--- src/rtl/audio_nios_led_pkg.sv ---
// -----------------------------------------------------------------------------
// audio_nios_led_pkg
// Shared constants and helpers for the LED PWM / blink block that sits between
// the Nios LED PIO and the board LED pins.
//   - Avalon word addresses of the configuration/status registers
//   - reset values and the PWM counter width
//   - gamma_map(): perceptual brightness curve used when the block is built
//     with AUDIO_NIOS_LED_PWM_GAMMA_EN defined
// -----------------------------------------------------------------------------
package audio_nios_led_pkg;

  // PWM counter width; one PWM period is 2**PWM_W ticks.
  localparam int PWM_W = 8;

  // Brightness register reset value: fully on.
  localparam logic [7:0] BRIGHT_RST = 8'hFF;

  // Duty value that means "always on" rather than "on while pwm_cnt < duty".
  localparam logic [7:0] DUTY_FULL = 8'hFF;

  // Avalon word addresses.
  typedef enum logic [1:0] {
    REG_BRIGHT     = 2'd0,
    REG_BLINK_PER  = 2'd1,
    REG_BLINK_MASK = 2'd2,
    REG_STATUS     = 2'd3
  } reg_addr_e;

  // Squared-brightness curve: (b*b + 255) >> 8 in a 16-bit intermediate.
  // The +255 rounds upward so that any non-trivial brightness stays visible
  // and 255 maps back to exactly 255 (b*b + 255 = 65280 fits in 16 bits).
  function automatic logic [7:0] gamma_map(input logic [7:0] b);
    logic [15:0] sq;
    sq = (16'(b) * 16'(b)) + 16'd255;
    return sq[15:8];
  endfunction

endpackage

--- src/rtl/audio_nios_led_pwm_timebase.sv ---
// -----------------------------------------------------------------------------
// audio_nios_led_pwm_timebase
// Prescaler and PWM counter for the LED block.
//   clk        in   system clock
//   reset_n    in   asynchronous active-low reset
//   o_tick     out  one-cycle pulse every PRESCALE_DIV clocks (prescaler wrap)
//   o_frame    out  one-cycle pulse when pwm_cnt wraps 255 -> 0 on a tick
//   o_pwm_cnt  out  PWM position, advances once per tick
// -----------------------------------------------------------------------------
module audio_nios_led_pwm_timebase
  import audio_nios_led_pkg::*;
#(
  parameter int PRESCALE_DIV = 16
) (
  input  logic             clk,
  input  logic             reset_n,
  output logic             o_tick,
  output logic             o_frame,
  output logic [PWM_W-1:0] o_pwm_cnt
);

  // A divider below 1 makes no sense; treat it as "tick every clock".
  localparam int DIV = (PRESCALE_DIV < 1) ? 1 : PRESCALE_DIV;
  localparam int PW  = (DIV > 1) ? $clog2(DIV) : 1;

  logic [PW-1:0]    r_presc;
  logic [PWM_W-1:0] r_pwm_cnt;
  logic             w_tick;

  assign w_tick = (r_presc == PW'(DIV - 1));

  always_ff @(posedge clk or negedge reset_n) begin
    if (!reset_n) begin
      r_presc <= '0;
    end else if (w_tick) begin
      r_presc <= '0;
    end else begin
      r_presc <= r_presc + 1'b1;
    end
  end

  // Natural 8-bit wrap gives 255 -> 0.
  always_ff @(posedge clk or negedge reset_n) begin
    if (!reset_n) begin
      r_pwm_cnt <= '0;
    end else if (w_tick) begin
      r_pwm_cnt <= r_pwm_cnt + 1'b1;
    end
  end

  assign o_tick    = w_tick;
  assign o_frame   = w_tick & (r_pwm_cnt == '1);
  assign o_pwm_cnt = r_pwm_cnt;

endmodule

--- src/rtl/audio_nios_led_pwm.sv ---
// -----------------------------------------------------------------------------
// audio_nios_led_pwm
// Brightness PWM and per-LED blinking applied to the LED PIO pattern before it
// reaches the board pins, with a small Avalon-MM slave for configuration.
//
// Ports:
//   clk          in   system clock (single domain)
//   reset_n      in   asynchronous active-low reset
//   address      in   Avalon word address (0 bright, 1 blink period,
//                     2 blink mask, 3 status)
//   chipselect   in   Avalon select
//   write_n      in   active-low write strobe
//   writedata    in   write data
//   readdata     out  combinational readback, zero-extended
//   led_pattern  in   pattern from the LED PIO out_port
//   led_out      out  registered LED drive, 2 clk after led_pattern
//
// Build option: define AUDIO_NIOS_LED_PWM_GAMMA_EN to pass brightness through
// a squared curve when it is loaded into the active duty. Register readback is
// the raw written value in both builds.
// -----------------------------------------------------------------------------
module audio_nios_led_pwm
  import audio_nios_led_pkg::*;
#(
  parameter int LED_W        = 26,
  parameter int PRESCALE_DIV = 16,
  parameter int BLINK_W      = 16
) (
  input  logic              clk,
  input  logic              reset_n,
  input  logic [1:0]        address,
  input  logic              chipselect,
  input  logic              write_n,
  input  logic [31:0]       writedata,
  output logic [31:0]       readdata,
  input  logic [LED_W-1:0]  led_pattern,
  output logic [LED_W-1:0]  led_out
);

  // ---------------------------------------------------------------------------
  // Configuration registers
  // ---------------------------------------------------------------------------
  logic               w_wr;
  logic               w_wr_bright;
  logic               w_wr_per;
  logic               w_wr_mask;

  logic [7:0]         r_bright;
  logic [BLINK_W-1:0] r_blink_per;
  logic [LED_W-1:0]   r_blink_mask;

  assign w_wr        = chipselect & ~write_n;
  assign w_wr_bright = w_wr & (address == REG_BRIGHT);
  assign w_wr_per    = w_wr & (address == REG_BLINK_PER);
  assign w_wr_mask   = w_wr & (address == REG_BLINK_MASK);

  // Writes to the status address fall through without effect.
  always_ff @(posedge clk or negedge reset_n) begin
    if (!reset_n) begin
      r_bright     <= BRIGHT_RST;
      r_blink_per  <= '0;
      r_blink_mask <= '0;
    end else begin
      if (w_wr_bright) r_bright     <= writedata[7:0];
      if (w_wr_per)    r_blink_per  <= writedata[BLINK_W-1:0];
      if (w_wr_mask)   r_blink_mask <= writedata[LED_W-1:0];
    end
  end

  // ---------------------------------------------------------------------------
  // Timebase
  // ---------------------------------------------------------------------------
  logic             w_tick;
  logic             w_frame;
  logic             w_frame_load;
  logic [PWM_W-1:0] w_pwm_cnt;

  audio_nios_led_pwm_timebase #(
    .PRESCALE_DIV (PRESCALE_DIV)
  ) u_timebase (
    .clk       (clk),
    .reset_n   (reset_n),
    .o_tick    (w_tick),
    .o_frame   (w_frame),
    .o_pwm_cnt (w_pwm_cnt)
  );

  // The frame pulse is only ever asserted on a tick; the AND keeps the
  // frame-update condition self-describing where it is consumed.
  assign w_frame_load = w_tick & w_frame;

  // ---------------------------------------------------------------------------
  // Active duty: reloaded only at the PWM period boundary so a brightness
  // change cannot cut a period short. A write landing in the frame cycle
  // itself is forwarded so it governs the period that is about to start.
  // ---------------------------------------------------------------------------
  logic [7:0] r_active_duty;
  logic [7:0] w_duty_src;
  logic [7:0] w_duty_load;

  assign w_duty_src = w_wr_bright ? writedata[7:0] : r_bright;

`ifdef AUDIO_NIOS_LED_PWM_GAMMA_EN
  assign w_duty_load = gamma_map(w_duty_src);
`else
  assign w_duty_load = w_duty_src;
`endif

  always_ff @(posedge clk or negedge reset_n) begin
    if (!reset_n) begin
      r_active_duty <= DUTY_FULL;
    end else if (w_frame_load) begin
      r_active_duty <= w_duty_load;
    end
  end

  // ---------------------------------------------------------------------------
  // Blink phase: counts frames, toggles every blink_period frames.
  // ---------------------------------------------------------------------------
  logic [BLINK_W-1:0] r_blink_cnt;
  logic               r_blink_phase;
  logic [BLINK_W-1:0] w_blink_cnt_next;
  logic               w_blink_phase_next;

  always_comb begin
    w_blink_cnt_next   = r_blink_cnt;
    w_blink_phase_next = r_blink_phase;
    // A period rewrite restarts the blink sequence and wins over a frame that
    // happens in the same cycle; period 0 parks blinking in the "on" phase.
    if (w_wr_per || (r_blink_per == '0)) begin
      w_blink_cnt_next   = '0;
      w_blink_phase_next = 1'b0;
    end else if (w_frame_load) begin
      if (r_blink_cnt == (r_blink_per - 1'b1)) begin
        w_blink_cnt_next   = '0;
        w_blink_phase_next = ~r_blink_phase;
      end else begin
        w_blink_cnt_next   = r_blink_cnt + 1'b1;
      end
    end
  end

  always_ff @(posedge clk or negedge reset_n) begin
    if (!reset_n) begin
      r_blink_cnt   <= '0;
      r_blink_phase <= 1'b0;
    end else begin
      r_blink_cnt   <= w_blink_cnt_next;
      r_blink_phase <= w_blink_phase_next;
    end
  end

  // ---------------------------------------------------------------------------
  // Output path: pattern register, per-LED gating, output register.
  // ---------------------------------------------------------------------------
  logic [LED_W-1:0] r_pat_q;
  logic [LED_W-1:0] r_led_out;
  logic [LED_W-1:0] w_on;
  logic             w_pwm_on;

  // Duty 255 must be solid on, which the plain "<" compare cannot express.
  assign w_pwm_on = (r_active_duty == DUTY_FULL) | (w_pwm_cnt < r_active_duty);

  genvar gi;
  generate
    for (gi = 0; gi < LED_W; gi++) begin : g_led
      assign w_on[gi] = r_pat_q[gi] & w_pwm_on & ~(r_blink_mask[gi] & r_blink_phase);
    end
  endgenerate

  always_ff @(posedge clk or negedge reset_n) begin
    if (!reset_n) begin
      r_pat_q   <= '0;
      r_led_out <= '0;
    end else begin
      r_pat_q   <= led_pattern;
      r_led_out <= w_on;
    end
  end

  assign led_out = r_led_out;

  // ---------------------------------------------------------------------------
  // Readback
  // ---------------------------------------------------------------------------
  always_comb begin
    readdata = '0;
    case (reg_addr_e'(address))
      REG_BRIGHT:     readdata[7:0]         = r_bright;
      REG_BLINK_PER:  readdata[BLINK_W-1:0] = r_blink_per;
      REG_BLINK_MASK: readdata[LED_W-1:0]   = r_blink_mask;
      REG_STATUS:     readdata[PWM_W:0]     = {r_blink_phase, w_pwm_cnt};
      default:        readdata              = '0;
    endcase
  end

  // Upper writedata bits beyond the widest register are don't-care.
  logic w_unused;
  assign w_unused = ^writedata;

endmodule

--- config.mk ---
export PLATFORM = sky130hd
export DESIGN_NAME = audio_nios_led_pwm
export DESIGN_NICKNAME = d
export VERILOG_FILES = /design/src/rtl/audio_nios_led_pkg.sv /design/src/rtl/audio_nios_led_pwm_timebase.sv /design/src/rtl/audio_nios_led_pwm.sv
export SDC_FILE = /design/constraint.sdc
export NUM_CORES = 1
export LEC_CHECK = 0
export ABC_CLOCK_PERIOD_IN_PS = 4920
export CORE_UTILIZATION = 30
export DETAILED_ROUTE_END_ITERATION = 8
export PLACE_DENSITY = 0.62
export SYNTH_ARGS = -nofsm -noshare
export SYNTH_HDL_FRONTEND = slang
export SYNTH_SLANG_ARGS = --single-unit
export TNS_END_PERCENT = 20
--- constraint.sdc ---
create_clock -name clk -period 4.92 [get_ports clk]
set_clock_uncertainty 0.2 [all_clocks]
set_input_delay 0.492 -clock clk [delete_from_list [all_inputs] [get_ports clk]]
set_output_delay 0.492 -clock clk [all_outputs]
set_load 0.01 [all_outputs]
# Yosys cells after proc, flatten, opt, wreduce, memory -nomap -nowiden
# Index checks and enable logic that the tools add are counted.
# totals
reg_bits	139
elab_cells	153
output_inout_bits	58
inputBits	64
# classes
bitwise	113
order_cmp	1
add_sub_neg	4
eq_ne	7
reduce_logical	6
mux	12
# op_table
operator	n
bitwise AND 1 bit	84
2-to-1 mux 16 bit	3
case mux 8 bit (4 select lines)	1
inverter 1 bit	28
adder 16 x 1 -> 16 bit (second input constant)	1
== test 16 bit	1
== test 8 bit (second input constant)	2
zero test 16 bit	1
subtractor 16 x 1 -> 16 bit (second input constant)	1
case mux 7 bit (2 select lines)	1
2-to-1 mux 10 bit	1
adder 8 x 1 -> 8 bit (second input constant)	1
< comparator 8 bit	1
2-to-1 mux 8 bit	1
adder 4 x 1 -> 4 bit (second input constant)	1
== test 2 bit (second input constant)	2
== test 4 bit (second input constant)	1
2-to-1 mux 4 bit	1
nonzero test 2 bit	2
2-to-1 mux 1 bit	3
case mux 1 bit (3 select lines)	1
== test 2 x 1 -> 1 bit (second input constant)	1
zero test 2 bit	1
AND reduction 2 bit	1
other kinds (2)	2

# Logic depth before layout (Yosys ltp)
# depth
ltp_word	6
ltp_mapped	12
depth_no_buf	9

# Modules after synthesis
# A second synthesis with hierarchy kept.
# hier_totals
hier_cells	585
area_unflattened_um2	6458.7
# by_module_without_submodules
module	cells_each	area_each_um2	n_inst
audio_nios_led_pwm	540	5945.7	1
audio_nios_led_pwm_timebase	45	513.0	1

# Worst setup path after synthesis
# OpenSTA, ideal clock, no wires.
# synth_path
kind	register -> register
start	register r_blink_per[0]
end	register r_blink_cnt[11]
required_ps	4601
arrival_ps	2750
synth_period_minus_slack_ps	3068
path_slack_ps	1852
stages_incl_launch_ff	13
setup_ps	119
path_buffers	3
path_cell_list	dfrtp_1 > clkbuf_1 > inv_1 > ha_1 > clkbuf_1 > nor4b_1 > nand2_1 > a2111o_1 > a221oi_2 > nand4_2 > o21ai_1 > buf_4 > nor2_1
# synth_via
elab_chain_len	5
# synth_rtl
item	line	text
from (decl)	audio_nios_led_pwm.sv:49	logic [BLINK_W-1:0] r_blink_per;
from (signal assigned)	audio_nios_led_pwm.sv:65	if (w_wr_per) r_blink_per <= writedata[BLINK_W-1:0];
subtractor 16 x 1 -> 16 bit	audio_nios_led_pwm.sv:134	if (r_blink_cnt == (r_blink_per - 1'b1)) begin
== test 16 bit	audio_nios_led_pwm.sv:134	
2-to-1 mux 16 bit	audio_nios_led_pwm.sv:134	
2-to-1 mux 16 bit	audio_nios_led_pwm.sv:133	end else if (w_frame_load) begin
2-to-1 mux 16 bit	audio_nios_led_pwm.sv:130	if (w_wr_per || (r_blink_per == '0)) begin
to (signal assigned)	audio_nios_led_pwm.sv:148	r_blink_cnt <= w_blink_cnt_next;
to (decl)	audio_nios_led_pwm.sv:120	logic [BLINK_W-1:0] r_blink_cnt;
# Parallel ways exist; a longest one is shown, timed or not. The select of a mux whose other input is x is not followed.
# A chain may end at the register's enable or synchronous reset.

# Worst setup path in the final report
# layout_path
start	register r_blink_per[0]
end	register r_blink_cnt[14]
# Same word-level chain as after synthesis.

==> results_dict.tcl <==
set metrics [dict create \
    status "finished, violations left" \
    violations "hold timing" \
    syn_inst 588 \
    clkTransAtPathRegs_ns 0.06 \
    startpoint_type "flip-flop" \
    yosysSeqAreaShare 0.5394 \
    async_flop_share 1.000 \
    fin_crit_sh 0.7639 \
    core_um2 21090 \
    fin_cells 978 \
    p_int_mw 2.398 \
    critPathSlowestCell "o21ai_1" \
    area_delta_synth_final_pct 30.54 \
    grt_max_degree 106 \
    cp_num_buf_inv 1 \
    postCtsSetupBuffers 0 \
    dp.cells 946 \
    reg2reg_slack_ns 1.16 \
    diodes 0 \
    drt-wirelength-per-cell_um 16.14 \
    ys_warn_count 0 \
    rows 53 \
    grt_util_met2 0.2326 \
    tightest_slew_ns 1.102 \
    path_cells "inv_1, ha_1, nor4b_1, nand2_1, a2111o_1, a221oi_2, nand4_2, o21ai_1, nor2_1" \
    cp-end-kind "flip-flop" \
    place_ws_ns 1.174 \
    dieHeight_um 149.0 \
    grt_util_met3 0.03456 \
    total_leakage_power_nw 3.619 \
    setup_violations 0 \
    dp_hpwl_mm 11.09 \
    comb_power_share 0.139 \
    slew-limit-headroom 0.2651 \
    postCtsHoldBufs 0 \
    cts_resized 0 \
    final_cell_mix "dfrtp_1 (123), clkdlybuf4s50_1 (108), nand2_1 (51), mux2_2 (51), nand3_1 (48)" \
    syn_avg_cell_area_um2 11.03 \
    vias_per_cell 4.889 \
    cts_tree "done" \
    initial_core_util 0.3076 \
    ff_latch_area_um2 3498 \
    cpLargestDelayFamily "compound AO/OA/AOI/OAI gates" \
    routabilityCongestion 0.8368 \
    globalRouteMet1Util 0.2078 \
    clockRootBuffer "clkbuf_16" \
    nets 770 \
    drc 0 \
    drive_above_1_share 0.1636 \
    vdd_drop_max_mv 0.2483 \
    grt_pass1_wl_mm 25.56 \
    setup_tns_ns 0 \
    nFillCells 2070 \
    h-tree-depth 4 \
    cp_data_required_time_ns 4.99 \
    criticalPathCategory "flip-flop to flip-flop" \
    drt-total-wl_mm 15.78 \
    grt_usage 0.1497 \
    netSwitchingFraction 0.2520 \
    drv_cap 0 \
    drt_pass1_iterations 4 \
    crit_fanout 12 \
    period_minus_slack_ns 3.759 \
    max_stage_delay_ns 0.73 \
    clockPowerShare 0.429 \
    drv_slew 0 \
    layout_commonest_cell "dfrtp_1" \
    setup_ws_ns 1.161 \
    yosysUniqueCellTypes 54 \
    clk_path_buf_depth 2 \
    cts_buffers 17 \
    portBuffers 109 \
    die_w_um 149.0 \
    netlist_area_um2 6486 \
    die_area_um2 22210 \
    dr_total_vias 4781 \
    rsz0062_at_grt "no" \
    grt.overflow.total 0 \
    p_per_area_nw_per_um2 378.7 \
    clk_latency_ns 0.42 \
    busiest_layer "met2" \
    max_freq_mhz 266.1 \
    hold_path_class "primary input to async pin" \
    drt_iter0_markers 340 \
    synth_edf_count 0 \
    grt_antenna_before_repair 0 \
    grt_pass1_vias 4743 \
    ant_nets 0 \
    final-hold-violation-count 5 \
    p_switching_mw 0.8082 \
    synth_seq_cells 139 \
    pwr-share-seq 0.432 \
    multi_input_area_um2 2759 \
    cts.sinks 139 \
    boundaryPins 122 \
    whs_ns -0.03039 \
    yosys_most_used_dff "dfrtp_1" \
    cp.arrival_ns 3.82 \
]
-- through the flow --
step	total power [mW]	hold slack (ns)	util	cell area (µm²)
floorplan	1.631	-0.003591	-	6505
global placement	1.841	0.2730	0.3711	7825
detailed placement	1.850	0.2767	0.3711	7825
CTS	3.235	0.02693	0.4015	8467
global route	3.349	0.04988	0.4015	8467
finish	3.207	-0.03039	0.4015	8467
-- per-layer routing --
layer / routed length [µm] / share of wire
met1: 7396 / 0.47
met2: 7449 / 0.47
met3: 786 / 0.050
met4: 148 / 0.0094
met5: 0 / 0
-- Yosys cell counts (all sizes together) (6+ instances only) --
cell type	instances	area (µm²)
a21oi	34	170.2
dfrtp	123	3078
and2	11	68.82
ha	16	200.2
nand3	48	240.2
xnor2	17	148.9
nor2b	9	56.30
mux2i	10	100.1
buf	10	71.32
nand4	6	43.79
or3	6	37.54
nand2	51	191.4
mux2	51	574.3
inv	21	78.83
xor2	19	166.4
dfstp	16	420.4
nor2	23	86.33
a22oi	8	60.06
clkbuf	28	105.1
o21ai	20	100.1
a222oi	9	90.09
-- flip-flops by register name, indices dropped and copies added (netlist names) --
signal,count
r_bright,8
u_timebase.o_pwm_cnt,8
r_active_duty,8
r_blink_mask,26
u_timebase.r_presc,4
r_blink_phase,1
r_blink_per,16
led_out,26
r_blink_cnt,16
r_pat_q,26
-- area by class of cell --
cell class / instances / share of cell area
Sequential cell: 139 / 0.4132
Multi-Input combinational cell: 395 / 0.3258
Timing Repair Buffer: 116 / 0.1352
Clock buffer: 19 / 0.05349
Tap cell: 275 / 0.04064
Clock inverter: 13 / 0.02231
Inverter: 21 / 0.009310
-- final timing paths --
| check | start | end | cells past startpoint |
|---|---|---|---|
| max in group asynchronous | reset_n | r_active_duty[3] | 2 |
| worst max register to register | r_blink_per[0] | r_blink_cnt[14] | 9 |
| worst max-delay path | r_blink_per[0] | r_blink_cnt[14] | 9 |
| min in group clk | r_active_duty[0] | r_active_duty[0] | 2 |
| worst min register to register | r_active_duty[0] | r_active_duty[0] | 2 |
| worst min-delay path | reset_n | u_timebase.r_presc[1] | 1 |
-- logic make-up (layout without fill, tap and decap cells) --
group,Yosys count,after routing,share of synthesized area
flip-flops,139,139,0.5394
buffers and inverters,59,169,0.03935
adder cells (fa/ha/maj),16,16,0.03086
XOR/XNOR,36,36,0.04861
multiplexers,61,61,0.1040
AO/OA/AOI/OAI,94,94,0.09472
AND/OR/NAND/NOR,182,182,0.1426
other,1,6,0.0005781
-- power by group through the flow --
stage	Sequential [mW]	Combinational, mW	Clock, mW
final	1.39	0.445	1.38
after CTS	1.38	0.450	1.40
after floorplan	1.36	0.276	0
after detailed placement	1.40	0.446	0
after global placement	1.40	0.442	0
after global routing	1.40	0.488	1.46
-- worst reg2reg max path, delay by kind of cell (launching register included) --
kind	cells	cell delay, ns
adder cells (fa/ha/maj)	1	0.34
AO/OA/AOI/OAI	3	1.46
AND/OR/NAND/NOR	4	1.03
flip-flops	1	0.48
buffers and inverters	1	0.10
Power figures use the tool's default switching activity.
